===== config.mk =====
export PLATFORM = sky130hd
export DESIGN_NAME = set_time_controller
export DESIGN_NICKNAME = d
export VERILOG_FILES = /design/src/rtl/stopwatch_pkg.sv /design/src/rtl/blink_timer.sv /design/src/rtl/set_time_controller.sv
export SDC_FILE = /design/constraint.sdc
export NUM_CORES = 1
export LEC_CHECK = 0
export CAP_MARGIN = 20
export CORE_MARGIN = 2
export CORE_UTILIZATION = 40
export DETAILED_ROUTE_END_ITERATION = 8
export PLACE_DENSITY = 0.66
export SYNTH_ARGS = -nofsm -noshare
export SYNTH_HDL_FRONTEND = slang
export SYNTH_SLANG_ARGS = --single-unit
export TNS_END_PERCENT = 100

===== constraint.sdc =====
create_clock -name clk -period 2.14 [get_ports clk]
set_clock_uncertainty 0.15 [all_clocks]
set_input_delay 0.214 -clock clk [delete_from_list [all_inputs] [get_ports clk]]
set_output_delay 0.214 -clock clk [all_outputs]
set_load 0.01 [all_outputs]

===== src/rtl/stopwatch_pkg.sv =====
// Shared types and constants for the stopwatch set-number path.
package stopwatch_pkg;

    // Controller state encoding
    typedef enum logic [1:0] {
        IDLE   = 2'd0,
        EDIT   = 2'd1,
        COMMIT = 2'd2
    } state_e;

    // Largest legal value for tens and ones digits
    localparam logic [3:0] TENS_MAX = 4'd5;
    localparam logic [3:0] ONES_MAX = 4'd9;

    // Digit select indices, most significant digit first
    localparam logic [1:0] SEL_MIN_TENS = 2'd3;
    localparam logic [1:0] SEL_MIN_ONES = 2'd2;
    localparam logic [1:0] SEL_SEC_TENS = 2'd1;
    localparam logic [1:0] SEL_SEC_ONES = 2'd0;

    // Increment a digit, wrapping to zero past its limit
    function automatic logic [3:0] digit_inc(input logic [3:0] d, input logic [3:0] max);
        return (d >= max) ? 4'd0 : d + 4'd1;
    endfunction

endpackage


===== src/rtl/blink_timer.sv =====
// Blink generator for the selected digit: toggles every DIV cycles while enabled.
module blink_timer #(
    parameter int unsigned DIV = 25_000_000
) (
    input  logic clk,
    input  logic rst,
    input  logic en,
    input  logic restart,
    output logic blink
);

    localparam int unsigned CW = (DIV > 1) ? $clog2(DIV) : 1;
    localparam logic [CW-1:0] CNT_MAX = CW'(DIV - 1);

    logic [CW-1:0] cnt_q, cnt_d;
    logic          blink_q, blink_d;

    // Next-state: hold cleared when disabled, restart keeps the digit visible
    always_comb begin
        cnt_d   = cnt_q;
        blink_d = blink_q;
        if (!en || restart) begin
            cnt_d   = '0;
            blink_d = 1'b0;
        end else if (cnt_q == CNT_MAX) begin
            cnt_d   = '0;
            blink_d = ~blink_q;
        end else begin
            cnt_d = cnt_q + 1'b1;
        end
    end

    // Counter and blink state registers
    always_ff @(posedge clk) begin
        if (rst) begin
            cnt_q   <= '0;
            blink_q <= 1'b0;
        end else begin
            cnt_q   <= cnt_d;
            blink_q <= blink_d;
        end
    end

    assign blink = blink_q;

endmodule


===== src/rtl/set_time_controller.sv =====
// MM:SS preset editor: edits a working copy digit by digit and commits it
// to the committed bank with a one-cycle load strobe.
module set_time_controller #(
    parameter int unsigned BLINK_DIV = 25_000_000
) (
    input  logic       clk,
    input  logic       rst,
    input  logic       set_req,
    input  logic       inc,
    input  logic       next,
    input  logic       cancel,
    input  logic       run,
    output logic [2:0] min_tens,
    output logic [3:0] min_ones,
    output logic [2:0] sec_tens,
    output logic [3:0] sec_ones,
    output logic [1:0] sel,
    output logic       set_active,
    output logic       blink,
    output logic       load
);

    import stopwatch_pkg::*;

    state_e     state_q, state_d;
    logic [1:0] sel_q, sel_d;

    // Committed bank
    logic [2:0] c_mt_q, c_mt_d;
    logic [3:0] c_mo_q, c_mo_d;
    logic [2:0] c_st_q, c_st_d;
    logic [3:0] c_so_q, c_so_d;

    // Working bank
    logic [2:0] w_mt_q, w_mt_d;
    logic [3:0] w_mo_q, w_mo_d;
    logic [2:0] w_st_q, w_st_d;
    logic [3:0] w_so_q, w_so_d;

    // Registered outputs
    logic [2:0] disp_mt_q;
    logic [3:0] disp_mo_q;
    logic [2:0] disp_st_q;
    logic [3:0] disp_so_q;
    logic       set_active_q;
    logic       load_q;

    logic       blink_restart;
    logic       blink_en;
    logic       edit_d;

    // State and bank next-state; in EDIT abort beats commit beats next beats inc
    always_comb begin
        state_d       = state_q;
        sel_d         = sel_q;
        c_mt_d        = c_mt_q;
        c_mo_d        = c_mo_q;
        c_st_d        = c_st_q;
        c_so_d        = c_so_q;
        w_mt_d        = w_mt_q;
        w_mo_d        = w_mo_q;
        w_st_d        = w_st_q;
        w_so_d        = w_so_q;
        blink_restart = 1'b0;
        case (state_q)
            IDLE: begin
                if (set_req && !run) begin
                    state_d       = EDIT;
                    sel_d         = SEL_MIN_TENS;
                    w_mt_d        = c_mt_q;
                    w_mo_d        = c_mo_q;
                    w_st_d        = c_st_q;
                    w_so_d        = c_so_q;
                    blink_restart = 1'b1;
                end
            end
            EDIT: begin
                if (cancel || run) begin
                    // Working copy is simply left stale; the display reverts to C
                    state_d = IDLE;
                end else if (set_req) begin
                    state_d = COMMIT;
                    c_mt_d  = w_mt_q;
                    c_mo_d  = w_mo_q;
                    c_st_d  = w_st_q;
                    c_so_d  = w_so_q;
                end else if (next) begin
                    // 2-bit subtract wraps 0 -> 3 on its own
                    sel_d         = sel_q - 2'd1;
                    blink_restart = 1'b1;
                end else if (inc) begin
                    blink_restart = 1'b1;
                    unique case (sel_q)
                        SEL_MIN_TENS: w_mt_d = 3'(digit_inc({1'b0, w_mt_q}, TENS_MAX));
                        SEL_MIN_ONES: w_mo_d = digit_inc(w_mo_q, ONES_MAX);
                        SEL_SEC_TENS: w_st_d = 3'(digit_inc({1'b0, w_st_q}, TENS_MAX));
                        SEL_SEC_ONES: w_so_d = digit_inc(w_so_q, ONES_MAX);
                        default: ;
                    endcase
                end
            end
            COMMIT: begin
                state_d = IDLE;
            end
            default: begin
                state_d = IDLE;
            end
        endcase
    end

    assign edit_d   = (state_d == EDIT);
    assign blink_en = edit_d;

    // State, banks and registered outputs; outputs track the next state so
    // they line up with the state they describe
    always_ff @(posedge clk) begin
        if (rst) begin
            state_q      <= IDLE;
            sel_q        <= SEL_MIN_TENS;
            c_mt_q       <= '0;
            c_mo_q       <= '0;
            c_st_q       <= '0;
            c_so_q       <= '0;
            w_mt_q       <= '0;
            w_mo_q       <= '0;
            w_st_q       <= '0;
            w_so_q       <= '0;
            disp_mt_q    <= '0;
            disp_mo_q    <= '0;
            disp_st_q    <= '0;
            disp_so_q    <= '0;
            set_active_q <= 1'b0;
            load_q       <= 1'b0;
        end else begin
            state_q      <= state_d;
            sel_q        <= sel_d;
            c_mt_q       <= c_mt_d;
            c_mo_q       <= c_mo_d;
            c_st_q       <= c_st_d;
            c_so_q       <= c_so_d;
            w_mt_q       <= w_mt_d;
            w_mo_q       <= w_mo_d;
            w_st_q       <= w_st_d;
            w_so_q       <= w_so_d;
            disp_mt_q    <= edit_d ? w_mt_d : c_mt_d;
            disp_mo_q    <= edit_d ? w_mo_d : c_mo_d;
            disp_st_q    <= edit_d ? w_st_d : c_st_d;
            disp_so_q    <= edit_d ? w_so_d : c_so_d;
            set_active_q <= edit_d;
            load_q       <= (state_d == COMMIT);
        end
    end

    blink_timer #(
        .DIV(BLINK_DIV)
    ) u_blink_timer (
        .clk    (clk),
        .rst    (rst),
        .en     (blink_en),
        .restart(blink_restart),
        .blink  (blink)
    );

    assign min_tens   = disp_mt_q;
    assign min_ones   = disp_mo_q;
    assign sec_tens   = disp_st_q;
    assign sec_ones   = disp_so_q;
    assign sel        = sel_q;
    assign set_active = set_active_q;
    assign load       = load_q;

endmodule

==> impl_metrics.ini, run 1 <==
[clock_tree]
cts_inserted_buffers = 9
clkSinkCount = 74
insertion_delay_ps = 350
root_buffer = clkbuf_8
clockBufferDepth = 2
post_cts.repair.setup_buffers = 0
cts_tree = yes
cts_htree_levels = 3
clk_pin_slew_worst_paths_ps = 80
hold_buffers = 0

[placement]
finalWeightedCongestion = 0.824
place_hpwl_mm = 6.72
dpl-instance-area_um2 = 4440
io_buffers = 25
place_worst_setup_slack_ps = -326

[logic_synthesis]
syn_inst = 417
syn-cell-area_um2 = 3730
synth-async-reset-ratio_pct = 0
ys_ff_latch = 74
synth_edf_count = 0
syn_avg_cell_area_um2 = 8.94
synth_nets = 439
synth_ff_type = dfxtp_1
ys_seq_area_share_pct = 39.7
yosysUniqueCellTypes = 63
synth_warnings = 0

[pwr]
vdd_drop_max_uv = 305
p_leak_nw = 1.64
p_per_area_nw_per_um2 = 594

[drt]
num_vias = 3459
drt-total-wl_mm = 9.83
drt-wirelength-per-cell_um = 16.4
vias_per_cell = 5.77
drc_errors = 0
first_iter_violations = 203
dr.pass1.iters = 5
antenna_left = 0

[sta]
clock.fmax_mhz = 477
grt_setup_unrepaired = yes
period_needed_ps = 2100
slew_headroom_pct = 71.3
finalCritPeriodShare_pct = 98.0
worstMarginPinSlew_ps = 425
fin_ws_ps = 43.3
finalMaxSlewViolations = 0
hold_viol_final = 0
setup_viol = 0

[worst_setup_path]
cp-end-kind = flip-flop
rr_endpoint = min_ones[0]
cp.required_ps = 2230
r2r_slack_ps = 40
critPathLaunchType = flip-flop
crit_type = reg -> reg
critPathArrivalTime_ps = 2180
reg2reg_depth = 5
slowest_stage = or4b_2
crit_path_cell_trace = or4b_2 > buf_4 > o21ai_0 > a21oi_1 > o22a_1
r2r_start = state_q[1]
max_stage_delay_ps = 660
crit_fanout = 8

[layout]
final_common_cell = dfxtp_1
syn2layout_area_growth_pct = 26.8
multi_input_area_um2 = 2150
diodes = 0
final_layout_size_suffix_gt1_share_pct = 20.7
ff_latch_area_um2 = 1480
fill_cells = 851
final_cell_mix = dfxtp_1, buf_4, a21oi_1, clkdlybuf4s50_1, o21ai_0
num-nets-final = 505
fin_area_um2 = 4730

[min_path]
hold_start = c_st_q[0]
min_to = w_st_q[0]
worstHoldPathCells = 2
worstHoldPathType = reg -> reg

[grt]
grt.overflow.total = 0
grtUsageTotal_pct = 20.2
grt_pass1_wl_mm = 16.2
grt_max_degree = 36
grt_pass1_vias = 3358
antenna_found_initial = 0

[die]
io_pins = 26
die_h_um = 101
start_util_pct = 40.8
core_region_area_um2 = 9150
die_area_um2 = 10100
rows = 35
die_w_um = 101

[job]
maxCapViolations = 0

[status]
outcome = finished clean
-- repair_timing --
item	in CTS	in global routing
setup endpoints to repair	4	17
hold endpoints to repair	0	0
pin swaps	1	2
gates resized for setup	1	14
-- layout make-up --
type / instances / share of cell area [%]
Clock buffer: 10 / 2.70
Multi-Input combinational cell: 301 / 45.4
Clock inverter: 6 / 1.91
Inverter: 17 / 1.35
Sequential cell: 74 / 31.4
Tap cell: 111 / 2.94
Timing Repair Buffer: 80 / 14.3
-- metrics by stage --
step	setup TNS, ps	std cells	hold slack (ps)	power, mW	utilization, %
2_1_floorplan	0	417	296	1.52	-
3_3_place_gp	-3730	583	307	1.63	48.6
3_5_place_dp	-5270	583	319	1.63	48.6
4_1_cts	0	599	332	2.83	51.0
5_1_grt	-85.2	599	375	2.92	51.7
6_report	0	599	330	2.81	51.7
-- Yosys cell counts (8+ instances only) --
master    count  area share (%)
a211oi_1     10             2.0
a21oi_1      25             3.4
buf_2         8             1.1
clkbuf_1     13             1.3
dfxtp_1      74              40
ha_1         15             5.0
inv_1        17             1.7
nand2_1      17             1.7
nand2b_1     10             1.7
nand3_1      21             2.8
nand4_1       8             1.3
nor2_1       15             1.5
nor3_1       25             3.4
o21ai_0      25             3.4
or3_1         8             1.3
xnor2_1      11             2.6
-- worst max-delay path: cells and delay by family (launching register included) --
kind                   cells  cell delay (ps)
buffers and inverters      1              210
AND/OR/NAND/NOR            1              660
flip-flops                 1              410
AO/OA/AOI/OAI              3              570
-- cells by family after synthesis --
family,count (synthesis),share of synthesized area (%)
and+or+nand+nor,152,24.1
AOI/OAI and AO/OA,117,22.2
DFF,74,39.7
buffers and inverters,42,4.90
adders and majority gates,15,5.03
xor gates and xnor gates,14,3.29
muxes,3,0.805
-- routing by layer --
metal / vias to the layer above / track usage (%) / part of all wire (%)
li1: 1711 / - / -
met3: 16 / 3.95 / 4.4
met1: 1636 / 26.5 / 46
met5: - / 0 / 0
met4: 0 / 8.22 / 1.6
met2: 96 / 32.7 / 48
-- how the worst max path moves through the flow --
stage / from / to / slack [ps] / depth (start not counted)
after floorplan: u_blink_timer.cnt_q[0] / u_blink_timer.cnt_q[20] / 30 / 6
after global placement: cancel / min_ones[3] / -270 / 6
after detailed placement: set_req / min_ones[1] / -330 / 6
after CTS: w_so_q[1] / sec_ones[2] / 2 / 6
after global routing: w_so_q[1] / sec_ones[2] / -50 / 6
final: state_q[1] / min_ones[0] / 40 / 5
-- power breakdown --
part           internal [mW]  leakage, nW  switching, mW
Combinational         0.0950        0.937          0.113
Clock                  0.661        0.107          0.547
Sequential              1.39        0.599        0.00494
Total                   2.15         1.64          0.666
-- registers in the layout, summed over array words and instances (netlist names) --
register	cells
c_mo_q	4
c_mt_q	3
c_so_q	4
c_st_q	3
load	1
min_ones	4
min_tens	3
sec_ones	4
sec_tens	3
sel	2
set_active	1
state_q	2
u_blink_timer.blink	1
u_blink_timer.cnt_q	25
w_mo_q	4
w_mt_q	3
w_so_q	4
w_st_q	3
Power figures use the tool's default switching activity.
==> run 2: changes to the inputs <==
Settings changed: REMOVE_ABC_BUFFERS set to 1.
==> run 2 against run 1 <==
Net effect: first-iteration DRC count up 22%; sequential power about the same; die area unchanged; critical path type is now in -> reg; critical endpoint unchanged; highest routed layer unchanged.
==> impl_metrics.ini, run 2 (same netlist as run 1, synthesis figures left out) <==
[status]
outcome = finished clean

[clock_tree]
root_buffer = clkbuf_8
clk_pin_slew_worst_paths_ps = 80
clkSinkCount = 74
cts_htree_levels = 3
hold_buffers = 0
insertion_delay_ps = 360
clockBufferDepth = 2
cts_inserted_buffers = 9
cts_tree = yes

[drt]
drc_errors = 0
antenna_left = 0
vias_per_cell = 5.75
dr.pass1.iters = 4
drt-wirelength-per-cell_um = 15.8
num_vias = 3478
first_iter_violations = 248
drt-total-wl_mm = 9.56

[job]
maxCapViolations = 0

[worst_setup_path]
cp.required_ps = 2240
reg2reg_depth = 5
cp-end-kind = flip-flop
crit_fanout = 16
critPathArrivalTime_ps = 2190
r2r_start = state_q[1]
crit_start = set_req
rr_endpoint = min_ones[0]
crit_type = in -> reg
critPathLaunchType = primary input
r2r_slack_ps = 70

[placement]
dpl-instance-area_um2 = 4480
finalWeightedCongestion = 0.852
place_worst_setup_slack_ps = -344
io_buffers = 25
place_hpwl_mm = 6.79

[sta]
finalMaxSlewViolations = 0
slew_headroom_pct = 66.0
worstMarginPinSlew_ps = 510
fin_ws_ps = 55.3
tns_ps = 0
whs_ps = 325
period_needed_ps = 2080
grt_setup_unrepaired = no
finalCritPeriodShare_pct = 97.4
hold_viol_final = 0
setup_viol = 0
clock.fmax_mhz = 480

[die]
start_util_pct = 40.8
die_h_um = 101
core_region_area_um2 = 9150
rows = 35
die_area_um2 = 10100
die_w_um = 101
io_pins = 26

[min_path]
hold_start = c_st_q[0]
worstHoldPathType = reg -> reg
min_to = w_st_q[0]
worstHoldPathCells = 2

[grt]
grt_pass1_wl_mm = 16.2
antenna_found_initial = 0
grt_max_degree = 36
grtUsageTotal_pct = 20.0
grt_pass1_vias = 3358
grt.overflow.total = 0

[layout]
diodes = 0
final_common_cell = dfxtp_1
final_layout_size_suffix_gt1_share_pct = 21.5
final_cell_mix = dfxtp_1, buf_4, a21oi_1, clkdlybuf4s50_1, o21ai_0
syn2layout_area_growth_pct = 27.3
regMostFlops = u_blink_timer.cnt_q
num-nets-final = 511
fin_area_um2 = 4750
fill_cells = 862
largest_reg_flops = 25

[pwr]
vdd_drop_max_uv = 321
p_per_area_nw_per_um2 = 550
power.total_mw = 2.61
p_leak_nw = 1.67
-- run 2: cell count changes in the layout (fill, tap and decap cells not counted), moves of 2 or more --
cell | before | now
nor3_1 | 23 | 21
o21ai_0 | 24 | 22
a221oi_2 | 2 | 0
bufinv_16 | 2 | 0
a221oi_1 | 2 | 4
o21ai_1 | 1 | 3
buf_4 | 54 | 59
-- run 2: power breakdown --
part	switching, mW	total [mW]	internal, mW
Combinational	0.114	0.210	0.0965
Sequential	0.00472	1.39	1.39
Clock	0.554	1.01	0.452
-- run 2: how the worst max path moves through the flow --
stage / to / slack, ps / cells after the start
6_report: min_ones[0] / 60 / 6
5_1_grt: min_ones[0] / 4 / 6
4_1_cts: sec_ones[0] / 4 / 6
3_5_place_dp: min_ones[3] / -340 / 7
3_3_place_gp: min_ones[3] / -290 / 7
2_1_floorplan: u_blink_timer.cnt_q[10] / -610 / 4
-- run 2: metrics by stage --
stage	utilization, %	std cells
final	51.9	605
after global routing	51.9	605
after CTS	50.9	605
after detailed placement	49.0	589
after global placement	49.0	589
after floorplan	-	392
-- run 2: cell type report --
cell class	count	area, µm²	share of cell area, %
Tap cell	111	139	2.93
Clock inverter	6	42.5	0.896
Timing Repair Buffer	86	724	15.3
Multi-Input combinational cell	301	2160	45.4
Inverter	17	63.8	1.34
Sequential cell	74	1480	31.3
Clock buffer	10	138	2.90
-- run 2: critical path, stage by stage --
cell,delay (ps)
clkdlybuf4s50_1,460
or4b_1,530
buf_6,190
o311a_1,330
a221o_1,280
o22a_1,180
-- run 2: routing by layer --
metal	wire length (µm)	vias to the layer above	GRT usage (%)
met5	0	-	0
met4	200	0	8.54
met3	456	15	3.88
met2	4230	89	29.3
met1	4680	1658	28.7
li1	-	1716	-
-- run 2: repair_timing --
item / CTS / global route
hold endpoints to repair: 0 / 0
buffers inserted: 0 / 0
setup endpoints to repair: 0 / 18
resized for setup: 0 / 21
